<file path="config.mk">
export PLATFORM = sky130hd
export DESIGN_NAME = multicycle_control
export DESIGN_NICKNAME = d
export VERILOG_FILES = /design/src/rtl/mips_ctrl_pkg.sv /design/src/rtl/mc_state_decode.sv /design/src/rtl/multicycle_control.sv
export SDC_FILE = /design/constraint.sdc
export NUM_CORES = 1
export LEC_CHECK = 0
export CORE_MARGIN = 10
export CORE_UTILIZATION = 45
export CTS_BUF_LIST = sky130_fd_sc_hd__clkbuf_8
export CTS_CLUSTER_SIZE = 40
export DETAILED_ROUTE_END_ITERATION = 6
export PLACE_DENSITY = 0.88
export SYNTH_ARGS = -nofsm -noshare
export SYNTH_HDL_FRONTEND = slang
export SYNTH_SLANG_ARGS = --single-unit
</file>
<file path="constraint.sdc">
create_clock -name clk -period 3.2 [get_ports clk]
set_input_delay 0.48 -clock clk [delete_from_list [all_inputs] [get_ports clk]]
set_output_delay 0.48 -clock clk [all_outputs]
set_load 0.01 [all_outputs]
</file>
<file path="src/rtl/mips_ctrl_pkg.sv">
// Shared encodings for the multicycle MIPS control unit: states, opcodes,
// datapath select codes and the packed control word.
package mips_ctrl_pkg;

  localparam int unsigned StateW  = 4;
  localparam int unsigned OpcodeW = 6;
  localparam int unsigned SelW    = 2;

  typedef enum logic [StateW-1:0] {
    FETCH  = 4'd0,
    DECODE = 4'd1,
    MEMADR = 4'd2,
    MEMRD  = 4'd3,
    MEMWB  = 4'd4,
    MEMWR  = 4'd5,
    EXEC   = 4'd6,
    ALUWB  = 4'd7,
    BRANCH = 4'd8,
    JUMP   = 4'd9,
    ADDIEX = 4'd10,
    ADDIWB = 4'd11
  } stateT;

  localparam logic [OpcodeW-1:0] OpRType = 6'b000000;
  localparam logic [OpcodeW-1:0] OpLw    = 6'b100011;
  localparam logic [OpcodeW-1:0] OpSw    = 6'b101011;
  localparam logic [OpcodeW-1:0] OpBeq   = 6'b000100;
  localparam logic [OpcodeW-1:0] OpJ     = 6'b000010;
  localparam logic [OpcodeW-1:0] OpAddi  = 6'b001000;

  localparam logic [SelW-1:0] AluAdd   = 2'b00;
  localparam logic [SelW-1:0] AluSub   = 2'b01;
  localparam logic [SelW-1:0] AluFunct = 2'b10;

  localparam logic [SelW-1:0] SrcBReg   = 2'b00;
  localparam logic [SelW-1:0] SrcBFour  = 2'b01;
  localparam logic [SelW-1:0] SrcBImm   = 2'b10;
  localparam logic [SelW-1:0] SrcBImmSh = 2'b11;

  localparam logic [SelW-1:0] PcAlu    = 2'b00;
  localparam logic [SelW-1:0] PcAluOut = 2'b01;
  localparam logic [SelW-1:0] PcJump   = 2'b10;

  typedef struct packed {
    logic            pcWrite;
    logic            pcWriteCond;
    logic            iOrD;
    logic            memRead;
    logic            memWrite;
    logic            irWrite;
    logic            memToReg;
    logic            regDst;
    logic            regWrite;
    logic            aluSrcA;
    logic [SelW-1:0] aluSrcB;
    logic [SelW-1:0] aluOp;
    logic [SelW-1:0] pcSource;
    logic            instrDone;
    logic            illegalOp;
  } ctrlWord;

  localparam int unsigned CtrlW = $bits(ctrlWord);

  function automatic logic isLegalOp(input logic [OpcodeW-1:0] op);
    case (op)
      OpRType, OpLw, OpSw, OpBeq, OpJ, OpAddi: return 1'b1;
      default:                                 return 1'b0;
    endcase
  endfunction

endpackage

</file>
<file path="src/rtl/mc_state_decode.sv">
// Combinational state-to-control-word decode; every field defaults to 0 so
// unlisted outputs and undefined states drive nothing.
module mc_state_decode
  import mips_ctrl_pkg::*;
(
  input  logic [StateW-1:0]  state,
  input  logic               memReady,
  input  logic [OpcodeW-1:0] opcode,
  output logic [CtrlW-1:0]   ctrl
);

  ctrlWord cw;

  always_comb begin
    cw = '0;
    case (state)
      FETCH: begin
        cw.memRead = 1'b1;
        cw.aluSrcB = SrcBFour;
        cw.irWrite = memReady;
        cw.pcWrite = memReady;
      end
      DECODE: begin
        cw.aluSrcB   = SrcBImmSh;
        cw.illegalOp = !isLegalOp(opcode);
        cw.instrDone = !isLegalOp(opcode);
      end
      MEMADR, ADDIEX: begin
        cw.aluSrcA = 1'b1;
        cw.aluSrcB = SrcBImm;
      end
      MEMRD: begin
        cw.memRead = 1'b1;
        cw.iOrD    = 1'b1;
      end
      MEMWR: begin
        cw.memWrite  = 1'b1;
        cw.iOrD      = 1'b1;
        cw.instrDone = memReady;
      end
      MEMWB: begin
        cw.regWrite  = 1'b1;
        cw.memToReg  = 1'b1;
        cw.instrDone = 1'b1;
      end
      EXEC: begin
        cw.aluSrcA = 1'b1;
        cw.aluSrcB = SrcBReg;
        cw.aluOp   = AluFunct;
      end
      ALUWB: begin
        cw.regWrite  = 1'b1;
        cw.regDst    = 1'b1;
        cw.instrDone = 1'b1;
      end
      ADDIWB: begin
        cw.regWrite  = 1'b1;
        cw.instrDone = 1'b1;
      end
      BRANCH: begin
        cw.aluSrcA     = 1'b1;
        cw.aluSrcB     = SrcBReg;
        cw.aluOp       = AluSub;
        cw.pcWriteCond = 1'b1;
        cw.pcSource    = PcAluOut;
        cw.instrDone   = 1'b1;
      end
      JUMP: begin
        cw.pcWrite   = 1'b1;
        cw.pcSource  = PcJump;
        cw.instrDone = 1'b1;
      end
      default: cw = '0;
    endcase
  end

  assign ctrl = cw;

endmodule

</file>
<file path="src/rtl/multicycle_control.sv">
// Multicycle MIPS control FSM: state register and next-state logic here,
// control word from mc_state_decode, all controls forced to 0 during reset.
module multicycle_control
  import mips_ctrl_pkg::*;
(
  input  logic        clk,
  input  logic        rst,
  input  logic [5:0]  opcode,
  input  logic        mem_ready,
  output logic        PCWrite,
  output logic        PCWriteCond,
  output logic        IorD,
  output logic        MemRead,
  output logic        MemWrite,
  output logic        IRWrite,
  output logic        MemToReg,
  output logic        RegDst,
  output logic        RegWrite,
  output logic        ALUSrcA,
  output logic [1:0]  ALUSrcB,
  output logic [1:0]  ALUOp,
  output logic [1:0]  PCSource,
  output logic [3:0]  state,
  output logic        instr_done,
  output logic        illegal_op
);

  logic [StateW-1:0] stateQ;
  logic [CtrlW-1:0]  decBits;
  ctrlWord           cw;

  // Opcode is only looked at in DECODE and MEMADR; anything unrecognised falls back to FETCH.
  always_ff @(posedge clk) begin
    if (rst) begin
      stateQ <= FETCH;
    end else begin
      case (stateQ)
        FETCH:  if (mem_ready) stateQ <= DECODE;
        DECODE: begin
          case (opcode)
            OpRType:    stateQ <= EXEC;
            OpLw, OpSw: stateQ <= MEMADR;
            OpBeq:      stateQ <= BRANCH;
            OpJ:        stateQ <= JUMP;
            OpAddi:     stateQ <= ADDIEX;
            default:    stateQ <= FETCH;
          endcase
        end
        MEMADR: stateQ <= (opcode == OpSw) ? MEMWR : MEMRD;
        MEMRD:  if (mem_ready) stateQ <= MEMWB;
        MEMWR:  if (mem_ready) stateQ <= FETCH;
        EXEC:   stateQ <= ALUWB;
        ADDIEX: stateQ <= ADDIWB;
        default: stateQ <= FETCH;
      endcase
    end
  end

  mc_state_decode uDecode (
    .state    (stateQ),
    .memReady (mem_ready),
    .opcode   (opcode),
    .ctrl     (decBits)
  );

  assign cw = rst ? '0 : ctrlWord'(decBits);

  assign PCWrite     = cw.pcWrite;
  assign PCWriteCond = cw.pcWriteCond;
  assign IorD        = cw.iOrD;
  assign MemRead     = cw.memRead;
  assign MemWrite    = cw.memWrite;
  assign IRWrite     = cw.irWrite;
  assign MemToReg    = cw.memToReg;
  assign RegDst      = cw.regDst;
  assign RegWrite    = cw.regWrite;
  assign ALUSrcA     = cw.aluSrcA;
  assign ALUSrcB     = cw.aluSrcB;
  assign ALUOp       = cw.aluOp;
  assign PCSource    = cw.pcSource;
  assign instr_done  = cw.instrDone;
  assign illegal_op  = cw.illegalOp;
  assign state       = stateQ;

endmodule

</file>
==> summary.txt <==
Setup path
  • FF-to-FF End: state[1]
  • Worst R2R Start: state[1]
  • Setup crit start kind: input port
  • Critical Path AT: 2460 ps
  • Worst Setup SP: opcode[2]
  • Crit. End Element: primary output
  • Critical path data required time: 2720 ps
  • Max Fanout on Critical Path: 5
  • Flop-to-flop setup slack: approximately 1500 ps
  • Worst reg-to-reg path cell count: 4
  • Crit path kind: input port to primary output
  • Worst Setup EP: instr_done

Timing
  • Layout Skew: 1.810 ps
  • RSZ-0062 raised after global routing: false
  • Period utilization: 0.9174
  • Final Hold Viols: 0
  • Worst-margin pin slew: 528.5 ps
  • Tmin final: 2936 ps
  • Fin. max-slew vios: 0
  • Final setup TNS: 0 ps
  • Fmax: 340.6 MHz
  • Fin worst setup slack: approximately 260 ps
  • Final setup viols: 0
  • Slew headroom: 0.6472
  • Hold_ws: between 700 and 800 ps

Worst hold path
  • Hold/Removal Path Class: flip-flop to flip-flop
  • Hold path startpoint: state[2]

Route
  • Antenna Violating Nets Remaining: 0
  • Post-DR vias/cell: 6.133
  • TritonRoute pass-1 iters: 4
  • DR WL/cell: 15.96 µm
  • DRT iter0 DRCs: 22
  • Final WL: 2155 µm
  • Vias: 828
  • Remaining routing DRC violations: 0

Clock network
  • CTS Buf Count: 3
  • CTS tree: built
  • Clock Latency Late Sink: ~220 ps
  • Clk pin slew, worst setup/hold paths: approximately 30 ps
  • # hold bufs at CTS: 0
  • Worst-case clock buffer depth: 2
  • Gates resized, CTS repair: 0
  • CTS root buffer: clkbuf_8
  • Clk sinks: 4
  • Post-CTS Setup Inserts: 0
  • H-Tree Depth: 1

Layout
  • Synth-to-Final Area Change: 50.98%
  • Layout cells sized above 1: 0.1083
  • Max FFs per register: 4
  • Fin nets: 131
  • Design area: 967.2 µm²
  • Antenna cells: 0

Global route
  • First-pass GRT wire length: 3512 µm
  • Initial antenna violation count: 0
  • Largest net degree at the start of global routing: 23
  • Vias in the first global route: approximately 750
  • Total gr overflow: 0
  • GRT Util Overall: 0.1193

Yosys
  • Syn Area/Cell: roughly 7.0 µm²
  • Main combinational cell family by area after synthesis: simple AND/OR/NAND/NOR gates
  • Simple-gate share of the synthesized area: 0.4141
  • Synth unique cells: 40
  • Number of synthesized flops with an enable pin: 0
  • Multiplexer share of the synthesized area: 0
  • Register bit total from synthesis: 4
  • Top-count cell post-synth: nor2_1
  • Yosys Warn Count: 0
  • Share of the yosys chip area belonging to registers: 0.1250
  • Syn Std Cell Area: 640.6 µm²
  • Top_reg_cell synth: dfxtp_1
  • Compound-Gate Fraction of Synth Area: 0.2754
  • Top cells by area, synth: dfxtp_1 13%, nor4_1 7.8%, nor2_1 5.3%
  • Post-Synthesis Cells: a little over 90
  • Top post-synthesis cells by count: 9 x nor2_1, 8 x nor4_1
  • Leading area contributor after synthesis: dfxtp_1
  • Async set or reset register ratio after synthesis: 0
  • Post-synth top area share: 0.1250
  • XOR/XNOR share of the synthesized area: 0.04102
  • Synth Net Count: 100
  • Post-synthesis adder-cell area fraction: 0.01563

Pwr
  • Sw power: between 0.06 and 0.07 mW
  • Overall power: 0.2391 mW
  • Pwr/cell area: 247.3 mW/mm²
  • Seq pwr share: 0.222
  • Pleak: roughly 0.34 nW
  • Sw frac: 0.2838
  • Int Pwr: 0.1713 mW
  • Combinational Power Share: 0.336
  • Clk pwr share: 0.441
  • Peak supply drop: 0.0003279 V

Flow run
  • Max-cap violations: 0

Outcome
  • Status: complete, no violations

Floorplan
  • Die area: 0.003333 mm²
  • IO Pins: 31
  • Starting Density: 0.4862
  • Die Wd: 57.73 µm
  • Rows: 13
  • DIE HEIGHT: 57.73 µm
  • Core area: 0.001318 mm²

Place
  • Placer Congestion: 0.8363
  • Post-DP HPWL: between 1500 and 2000 µm
  • Pre-CTS setup slack: 300.7 ps
  • Dpl cell area: 925.9 µm²
  • # port buffers: 30
[per-layer routing]
metal  global-route usage  share of wire  wire, µm
met1               0.1393           0.42       910
met2               0.2147           0.52      1110
met3              0.03268          0.058       124
met4              0.01342         0.0037         8
met5                    0              0         0
[metrics by stage]
stage          std cells  utilization
2_1_floorplan         91            -
3_3_place_gp         132       0.7028
3_5_place_dp         132       0.7028
4_1_cts              135       0.7341
5_1_grt              135       0.7341
6_report             135       0.7341
[critical path, stage by stage]
cell	delay, ps
clkdlybuf4s50_1	500
nor4_1	530
nand2_1	100
and3_1	190
a31o_1	180
clkdlybuf4s50_1	480
[power groups by stage]
stage                     combinational [mW]  sequential (mW)  clock, mW
after floorplan                       0.0385           0.0551          0
after global placement                0.0774           0.0538          0
after detailed placement              0.0794           0.0538          0
after CTS                             0.0802           0.0532      0.107
after global routing                  0.0860           0.0535      0.114
final                                 0.0805           0.0532      0.106
[area by class of cell]
cell class | count | area [µm²]
clock buffer | 3 | 41.29
fill | 103 | 350.3
inverter | 5 | 18.77
multi-input combinational | 74 | 478.0
sequential | 4 | 80.08
tap | 15 | 18.77
timing repair buffer | 34 | 330.3
[placed cells by master (no fill, tap or decap), drive strengths merged, types with 2 or more instances in the layout]
cell type      count
buf                4
nor3               5
nor2               9
nand4              2
or3                2
nand2b             2
inv                5
nand2              4
clkdlybuf4s50     30
a211oi             2
clkbuf             3
xor2               2
and3               4
nand3              2
nor4               8
o21ai              6
a21oi              5
nor3b              2
dfxtp              4
nor2b              2
[how the worst min path moves through the flow]
stage,endpoint,slack [ps],cells past startpoint
2_1_floorplan,state[0],710,2
3_3_place_gp,state[3],670,2
3_5_place_dp,state[3],700,2
4_1_cts,state[3],700,2
5_1_grt,state[3],760,2
6_report,state[3],710,2
[cell families after synthesis]
kind of cell,count (synthesis)
AO/OA/AOI/OAI,24
XOR/XNOR,3
adder cells (fa/ha/maj),1
buffers and inverters,13
flip-flops,4
AND/OR/NAND/NOR,46
(Power assumes the default switching activity.)
